===== src/rtl/fetch_unit.sv =====
// rtl/fetch_unit.sv - instruction fetch stage with outstanding-request tracking and instruction buffer
module fetch_unit #(
    parameter logic [31:0] RESET_PC   = 32'hbfc00000,
    parameter int          IBUF_DEPTH = 4,
    parameter int          MAX_OUTST  = 2
) (
    input  logic        clk,
    input  logic        reset,
    input  logic        ds_allowin,
    input  logic [32:0] br_bus,
    input  logic [32:0] exception_bus,
    output logic        inst_sram_req,
    output logic [31:0] inst_sram_addr,
    input  logic        inst_sram_addr_ok,
    input  logic        inst_sram_data_ok,
    input  logic [31:0] inst_sram_rdata,
    output logic        fs_to_ds_valid,
    output logic [63:0] fs_to_ds_bus
);

    // Counter width covers 0..IBUF_DEPTH, which also covers 0..MAX_OUTST.
    localparam int CW  = $clog2(IBUF_DEPTH + 1);
    localparam int IPW = $clog2(IBUF_DEPTH);
    localparam int PPW = (MAX_OUTST > 1) ? $clog2(MAX_OUTST) : 1;

    localparam logic [CW-1:0] CNT_ONE     = CW'(1);
    localparam logic [CW-1:0] MAX_OUTST_C = CW'(MAX_OUTST);
    localparam logic [CW:0]   IBUF_CAP_C  = (CW + 1)'(IBUF_DEPTH);

    // Registered state
    logic [31:0]    req_pc_q, req_pc_d;
    logic [CW-1:0]  outst_q, outst_d;
    logic [CW-1:0]  discard_q, discard_d;
    logic [CW-1:0]  ibuf_cnt_q, ibuf_cnt_d;
    logic [PPW-1:0] pend_wr_q, pend_wr_d;
    logic [PPW-1:0] pend_rd_q, pend_rd_d;
    logic [IPW-1:0] ibuf_head_q, ibuf_head_d;
    logic [IPW-1:0] ibuf_tail_q, ibuf_tail_d;

    // Storage arrays (contents need no reset; validity comes from the pointers/counts)
    logic [31:0] pend_pc_q [MAX_OUTST];
    logic [31:0] ibuf_inst_q [IBUF_DEPTH];
    logic [31:0] ibuf_pc_q [IBUF_DEPTH];

    // Decoded control
    logic        br_taken;
    logic [31:0] br_target;
    logic        flush;
    logic [31:0] ex_pc;
    logic        redirect;
    logic [31:0] target;
    logic [CW:0] occupancy;
    logic        accept;
    logic        resp;
    logic        resp_keep;
    logic        ibuf_push;
    logic        ibuf_pop;
    logic [31:0] resp_pc;

    assign br_taken  = br_bus[32];
    assign br_target = br_bus[31:0];
    assign flush     = exception_bus[32];
    assign ex_pc     = exception_bus[31:0];

    // An exception flush outranks a branch taken in the same cycle.
    assign redirect = flush | br_taken;
    assign target   = flush ? ex_pc : br_target;

    // Live (non-discarded) in-flight responses plus buffered entries must never exceed the buffer,
    // so every response we keep is guaranteed a slot.
    assign occupancy = {1'b0, outst_q} - {1'b0, discard_q} + {1'b0, ibuf_cnt_q};

    assign inst_sram_req  = !reset && !redirect && (outst_q < MAX_OUTST_C) && (occupancy < IBUF_CAP_C);
    assign inst_sram_addr = req_pc_q;

    assign accept    = inst_sram_req && inst_sram_addr_ok;
    // A response with nothing outstanding is spurious and ignored entirely.
    assign resp      = inst_sram_data_ok && (outst_q != '0);
    assign resp_keep = resp && (discard_q == '0);
    assign resp_pc   = pend_pc_q[pend_rd_q];

    // A response arriving during a redirect is dropped along with the buffer contents.
    assign ibuf_push = resp_keep && !redirect;

    assign fs_to_ds_valid = !reset && !redirect && (ibuf_cnt_q != '0);
    assign fs_to_ds_bus   = fs_to_ds_valid ? {ibuf_inst_q[ibuf_head_q], ibuf_pc_q[ibuf_head_q]} : 64'd0;
    assign ibuf_pop       = fs_to_ds_valid && ds_allowin;

    // Pending-PC FIFO pointer advance; depth need not be a power of two.
    function automatic logic [PPW-1:0] pend_next(input logic [PPW-1:0] p);
        if (p == PPW'(MAX_OUTST - 1)) begin
            return '0;
        end
        return p + PPW'(1);
    endfunction

    // Next fetch address: redirect target wins, otherwise advance on each accepted request.
    always_comb begin
        req_pc_d = req_pc_q;
        if (redirect) begin
            req_pc_d = target;
        end else if (accept) begin
            req_pc_d = req_pc_q + 32'd4;
        end
    end

    // Outstanding and discard counters; a redirect marks every still-unreturned response as stale.
    always_comb begin
        outst_d   = outst_q;
        discard_d = discard_q;
        case ({accept, resp})
            2'b10:   outst_d = outst_q + CNT_ONE;
            2'b01:   outst_d = outst_q - CNT_ONE;
            default: outst_d = outst_q;
        endcase
        if (redirect) begin
            // No request is accepted in a redirect cycle, so what remains outstanding is all stale.
            discard_d = outst_q - (resp ? CNT_ONE : '0);
        end else if (resp && (discard_q != '0)) begin
            discard_d = discard_q - CNT_ONE;
        end
    end

    // Pending-PC FIFO pointers: push on accept, pop on every counted response.
    always_comb begin
        pend_wr_d = pend_wr_q;
        pend_rd_d = pend_rd_q;
        if (accept) begin
            pend_wr_d = pend_next(pend_wr_q);
        end
        if (resp) begin
            pend_rd_d = pend_next(pend_rd_q);
        end
    end

    // Instruction buffer pointers and count; a redirect empties it outright.
    always_comb begin
        ibuf_head_d = ibuf_head_q;
        ibuf_tail_d = ibuf_tail_q;
        ibuf_cnt_d  = ibuf_cnt_q;
        if (redirect) begin
            ibuf_head_d = '0;
            ibuf_tail_d = '0;
            ibuf_cnt_d  = '0;
        end else begin
            if (ibuf_push) begin
                ibuf_tail_d = ibuf_tail_q + IPW'(1);
            end
            if (ibuf_pop) begin
                ibuf_head_d = ibuf_head_q + IPW'(1);
            end
            case ({ibuf_push, ibuf_pop})
                2'b10:   ibuf_cnt_d = ibuf_cnt_q + CNT_ONE;
                2'b01:   ibuf_cnt_d = ibuf_cnt_q - CNT_ONE;
                default: ibuf_cnt_d = ibuf_cnt_q;
            endcase
        end
    end

    // State register; reset abandons all in-flight requests and empties both FIFOs.
    always_ff @(posedge clk) begin
        if (reset) begin
            req_pc_q    <= RESET_PC;
            outst_q     <= '0;
            discard_q   <= '0;
            pend_wr_q   <= '0;
            pend_rd_q   <= '0;
            ibuf_head_q <= '0;
            ibuf_tail_q <= '0;
            ibuf_cnt_q  <= '0;
        end else begin
            req_pc_q    <= req_pc_d;
            outst_q     <= outst_d;
            discard_q   <= discard_d;
            pend_wr_q   <= pend_wr_d;
            pend_rd_q   <= pend_rd_d;
            ibuf_head_q <= ibuf_head_d;
            ibuf_tail_q <= ibuf_tail_d;
            ibuf_cnt_q  <= ibuf_cnt_d;
        end
    end

    // FIFO data storage: record the PC of each accepted request and each kept response.
    always_ff @(posedge clk) begin
        if (accept) begin
            pend_pc_q[pend_wr_q] <= req_pc_q;
        end
        if (ibuf_push && !reset) begin
            ibuf_inst_q[ibuf_tail_q] <= inst_sram_rdata;
            ibuf_pc_q[ibuf_tail_q]   <= resp_pc;
        end
    end

endmodule


===== config.mk =====
export PLATFORM = sky130hd
export DESIGN_NAME = fetch_unit
export DESIGN_NICKNAME = d
export VERILOG_FILES = /design/src/rtl/fetch_unit.sv
export SDC_FILE = /design/constraint.sdc
export NUM_CORES = 1
export LEC_CHECK = 0
export ABC_AREA = 1
export ABC_CLOCK_PERIOD_IN_PS = 5100
export BUFFER_PORTS_ARGS = -buffer_cell sky130_fd_sc_hd__buf_2
export CORE_MARGIN = 2
export CORE_UTILIZATION = 30
export CTS_CLUSTER_SIZE = 8
export DETAILED_ROUTE_END_ITERATION = 12
export HOLD_SLACK_MARGIN = 0.05
export PLACE_DENSITY_LB_ADDON = 0.15
export SYNTH_ARGS = -nofsm -noshare
export SYNTH_HDL_FRONTEND = slang
export SYNTH_SLANG_ARGS = --single-unit

===== constraint.sdc =====
create_clock -name clk -period 5.1 [get_ports clk]
set_input_delay 1.02 -clock clk [delete_from_list [all_inputs] [get_ports clk]]
set_output_delay 1.02 -clock clk [all_outputs]
set_load 0.02 [all_outputs]

# == Yosys cells after proc, flatten, opt, wreduce, memory -nomap -nowiden ==
# Memories as Yosys holds them, arrays and structs flattened. A register that Yosys moved wholly into a read port is not among the register bits.
# Cells that the tools add are included.
# Widths: inputs -> output; s select.
# totals
ff_bits,47
latch_bits,0
ramBits,320
romBits,0
in_bits,103
out_inout_bits,98
word_cells,80
memories,3
# mem_list
memory,words,width,read_ports,rd_clocked_by_memory_dff,wr,line,text
ibuf_inst_q,4,32,1,1,1,42,logic [31:0] ibuf_inst_q [IBUF_DEPTH];
ibuf_pc_q,4,32,1,1,1,43,logic [31:0] ibuf_pc_q [IBUF_DEPTH];
pend_pc_q,2,32,1,1,1,41,logic [31:0] pend_pc_q [MAX_OUTST];
# classes
add_sub_neg,13
multipliers,0
div,0
n_lt_le_gt_ge,2
eq_ne,4
shift,0
mux,27
bitwise,1
n_reduce_logical,22
# op_table
op,count
$mux 32,3
$mux 64,1
$add 32x3->32 const B,1
$mux 1,15
$pmux 3 s2,2
$logic_and 1x1->1,11
$reduce_bool 3->1,3
$sub 3x1->3 const B,3
$mux 2,4
$reduce_bool 2->1,4
$add 3x1->3 const B,2
$mux 3,2
$add 2x1->2 const B,2
$add 4x3->4,1
$eq 2x1->1 const B,2
$eq 2x2->1 const B,2
$lt 4x3->1 const B,1
$sub 3x3->4,1
$logic_not 3->1,1
$lt 3x2->1 const B,1
$sub 3x1->3,1
$add 1x1->1 const B,2
$logic_not 1->1,2
$reduce_or 2->1,1
$or 1x1->1,1

# == Longest topological paths before layout ==
# logic_depth
depth_word,8
depth_mapped,20
mapped_depth_nobuf,19

# == Worst setup path before layout ==
# Ideal clock, no wire load.
# synth_path
path_kind,in2reg
from,input exception_bus[32]
to,memory ibuf_inst_q[0][0] (enable)
setup_ns,0.486
t_arrival_ns,4.470
required_time_ns,4.614
slack_ns,0.144
path_stages,6
n_path_buf,1
path_cell_list,buf_6 nor2_8 inv_1 nor3_1 nand2_1 nor2_1
# synth_between
elab_chain_cells,6
# synth_lines
element,line,text
"start, declared",11,"input logic [32:0] exception_bus,"
$or 1x1->1,66,assign redirect = flush | br_taken;
$logic_not 1->1,83,assign ibuf_push = resp_keep && !redirect;
$logic_and 1x1->1,83,
$logic_and 1x1->1,188,if (ibuf_push && !reset) begin
$mux 1,188,
$mux 1 (not written as such),189,ibuf_inst_q[ibuf_tail_q] <= inst_sram_rdata;
"end, declared",42,
# No other way between the ends.

==> impl_metrics.yaml <==
floorplanning:
  rows: 84
  dieWidth_um: 235
  die_area_mm2: 0.0551
  die_y_um: 235
  ios: 201
  start_util_pct: 30.4
  core_area_mm2: 0.0526
cts:
  root_buffer: "clkbuf_16"
  cts_tree: "done"
  cts_setup_buffers: 0
  clk_pin_slew_ns: 0.05
  clkSinkCount: 370
  cts_hold_buf: 0
  htreeDepth: 2
  clock_path_buffers: 3
  cts_made_buffers: 52
  cts_resized: 0
  clock_latency_ns: 0.60
timing:
  clock_skew_ns: 0.0470
  setup_tns_ns: 0
  slew-limit-headroom_pct: 15.6
  slew_violations: 0
  min_period_ns: 4.21
  rsz0062_at_grt: "no"
  fin_crit_sh_pct: 82.5
  tightest_slew_ns: 1.27
  fmax_mhz: 238
  finalHoldViolCount: 0
  setup_viol: 0
detailed_routing:
  viasPerCell: 4.68
  vias: 11438
  drtIter0Drc: 665
  wl_per_cell_um: 18.2
  drt_wl_total_um: 44500
  drc_errors: 0
  dr.pass1.iters: 5
  ant_nets: 0
place:
  io_buffers: 200
  placed_cell_area_mm2: 0.0178
  gp_congestion: 0.810
  dpl.hpwl_um: 28200
critical_path:
  crit_path_end: "fs_to_ds_bus[16]"
  crit_arrival_ns: 3.19
  cp-end-kind: "output pin"
  cpPeakStageDelay_ns: 0.92
  crit_fanout: 128
  rrSetupSlack_ns: 1.53
  crit-reg2reg-launch: "outst_q[1]"
  cp_cell_sequence: "clkinv_2 > buf_4 > o21ai_0 > a21oi_1 > buf_2"
  start_kind: "flip-flop"
  cp.required_ns: 4.08
  critPathSlowestCell: "buf_4"
  path_class: "flip-flop to output pin"
  r2r_end: "outst_q[2]"
  rr_worst_depth: 18
global_route:
  grt_usage_pct: 16.0
  antenna_found_initial: 1
  grt_pass1_wl_um: 69100
  grt_max_degree: 129
  grt_pass1_vias: 11333
  overflow: 0
synth:
  avgSynthCellArea_um2: 10.5
  ys_ff_latch: 370
  yosysUniqueCellTypes: 35
  syn-num-nets: 1643
  synth_ff_type: "edfxtp_1"
  yosysSeqAreaShare_pct: 66.4
  synth_edf_count: 320
  syn_area_mm2: 0.0160
  syn_inst: 1522
  async_reset_ff_share_pct: 0
  synth-warning-count: 0
pwr:
  irDropWorstVdd_v: 0.000231
  power.density_mw_per_mm2: 359
  power.leakage_nw: 7.22
outcome:
  status: "finished clean"
layout:
  fin_area_mm2: 0.0193
  most-common-layout-cells: "nor2_1 (403), edfxtp_1 (320), buf_2 (200)"
  area_delta_synth_final_pct: 20.7
  final_nets: 1841
  drive_gt1_share_pct: 18.8
  final_common_cell: "nor2_1"
job:
  maxCapViolCount: 0
min_path:
  hold_class: "flip-flop to flip-flop"
per-layer routing:
| layer | GRT usage, % | up-vias | share of wire, % |
|---|---|---|---|
| met2 | 25.3 | 292 | 45 |
| met5 | 0 | - | 0 |
| met1 | 22.4 | 5479 | 48 |
| met4 | 3.86 | 0 | 1.6 |
| li1 | - | 5606 | - |
| met3 | 3.52 | 61 | 5.3 |
layout make-up:
cell class	count	area, um2
fill	5288	33300
sequential	370	10600
multi-input combinational	1006	4830
clock buffer	83	1430
timing repair buffer	223	1220
tap	688	861
inverter	67	253
clock inverter	4	62.6
antenna	1	2.50
metrics by stage:
step / total power [mW] / worst slack [ns] / util (%) / instances / hold slack (ns)
detailed placement: 3.83 / 1.19 / 33.8 / 2354 / 0.441
global placement: 3.83 / 1.24 / 33.8 / 2354 / 0.439
global route: 7.21 / 0.551 / 36.7 / 2441 / 0.486
finish: 6.93 / 0.895 / 36.7 / 2442 / 0.468
floorplan: 3.66 / 0.144 / - / 1522 / 0.426
CTS: 7.04 / 0.766 / 36.7 / 2441 / 0.465
kinds of logic (layout without fill, tap and decap cells):
logic type                 after synthesis  in the layout  synth area share (%)
AOI/OAI and AO/OA                      280            280                  8.92
xor gates and xnor gates                10             10                 0.548
adders and majority gates               18             18                  1.60
buffers and inverters                  146            377                  3.64
DFF                                    370            370                  66.4
muxes                                   32             32                  2.26
other                                    0              1                     0
and+or+nand+nor                        666            666                  16.6
worst min path at each step:
| stage | startpoint | to | slack (ns) | depth (start not counted) |
|---|---|---|---|---|
| global route | pend_rd_q | flip-flop | 0.49 | 1 |
| floorplan | pend_rd_q | flip-flop | 0.43 | 1 |
| CTS | pend_rd_q | flip-flop | 0.46 | 1 |
| finish | pend_rd_q | flip-flop | 0.47 | 1 |
| detailed placement | pend_rd_q | flip-flop | 0.44 | 1 |
| global placement | pend_rd_q | pend_rd_q | 0.44 | 1 |
where the power goes:
group          internal, mW  total, mW  switching [mW]
Combinational         0.135      0.370           0.234
Clock                  1.90       3.16            1.26
Sequential             3.33       3.40          0.0664
Total                  5.37       6.93            1.56
synthesized netlist by cell type, types with 3 or more instances:
cell | count | area share, %
nand3b_1 | 10 | 0.47
o22ai_1 | 7 | 0.27
mux2_2 | 32 | 2.3
buf_1 | 20 | 0.47
xnor2_1 | 3 | 0.16
dfxtp_1 | 50 | 6.3
xor2_1 | 7 | 0.38
o21ai_0 | 173 | 5.4
a21oi_1 | 93 | 2.9
buf_6 | 3 | 0.21
edfxtp_1 | 320 | 60
a31oi_1 | 3 | 0.12
inv_1 | 66 | 1.6
buf_2 | 8 | 0.25
nand2_1 | 188 | 4.4
fa_1 | 4 | 0.50
nor2_1 | 409 | 9.6
nand3_1 | 47 | 1.5
ha_1 | 14 | 1.1
nor3_1 | 3 | 0.094
clkbuf_1 | 48 | 1.1
worst max-delay path, delay by kind of cell (launching register included):
kind,cells,cell delay (ns)
DFF,1,0.53
AOI/OAI and AO/OA,2,0.77
buffers and inverters,3,1.23
flip-flops by register name, summed over array words and instances, names as in the netlist, named ones only:
name            flops
discard_q           3
ibuf_head_q         2
ibuf_pc_q         128
pend_pc_q          64
ibuf_cnt_q          3
outst_q             3
inst_sram_addr     32
pend_rd_q           1
pend_wr_q           1
ibuf_tail_q         2
ibuf_inst_q       128
Note: power is estimated with default switching activity, not from simulation.
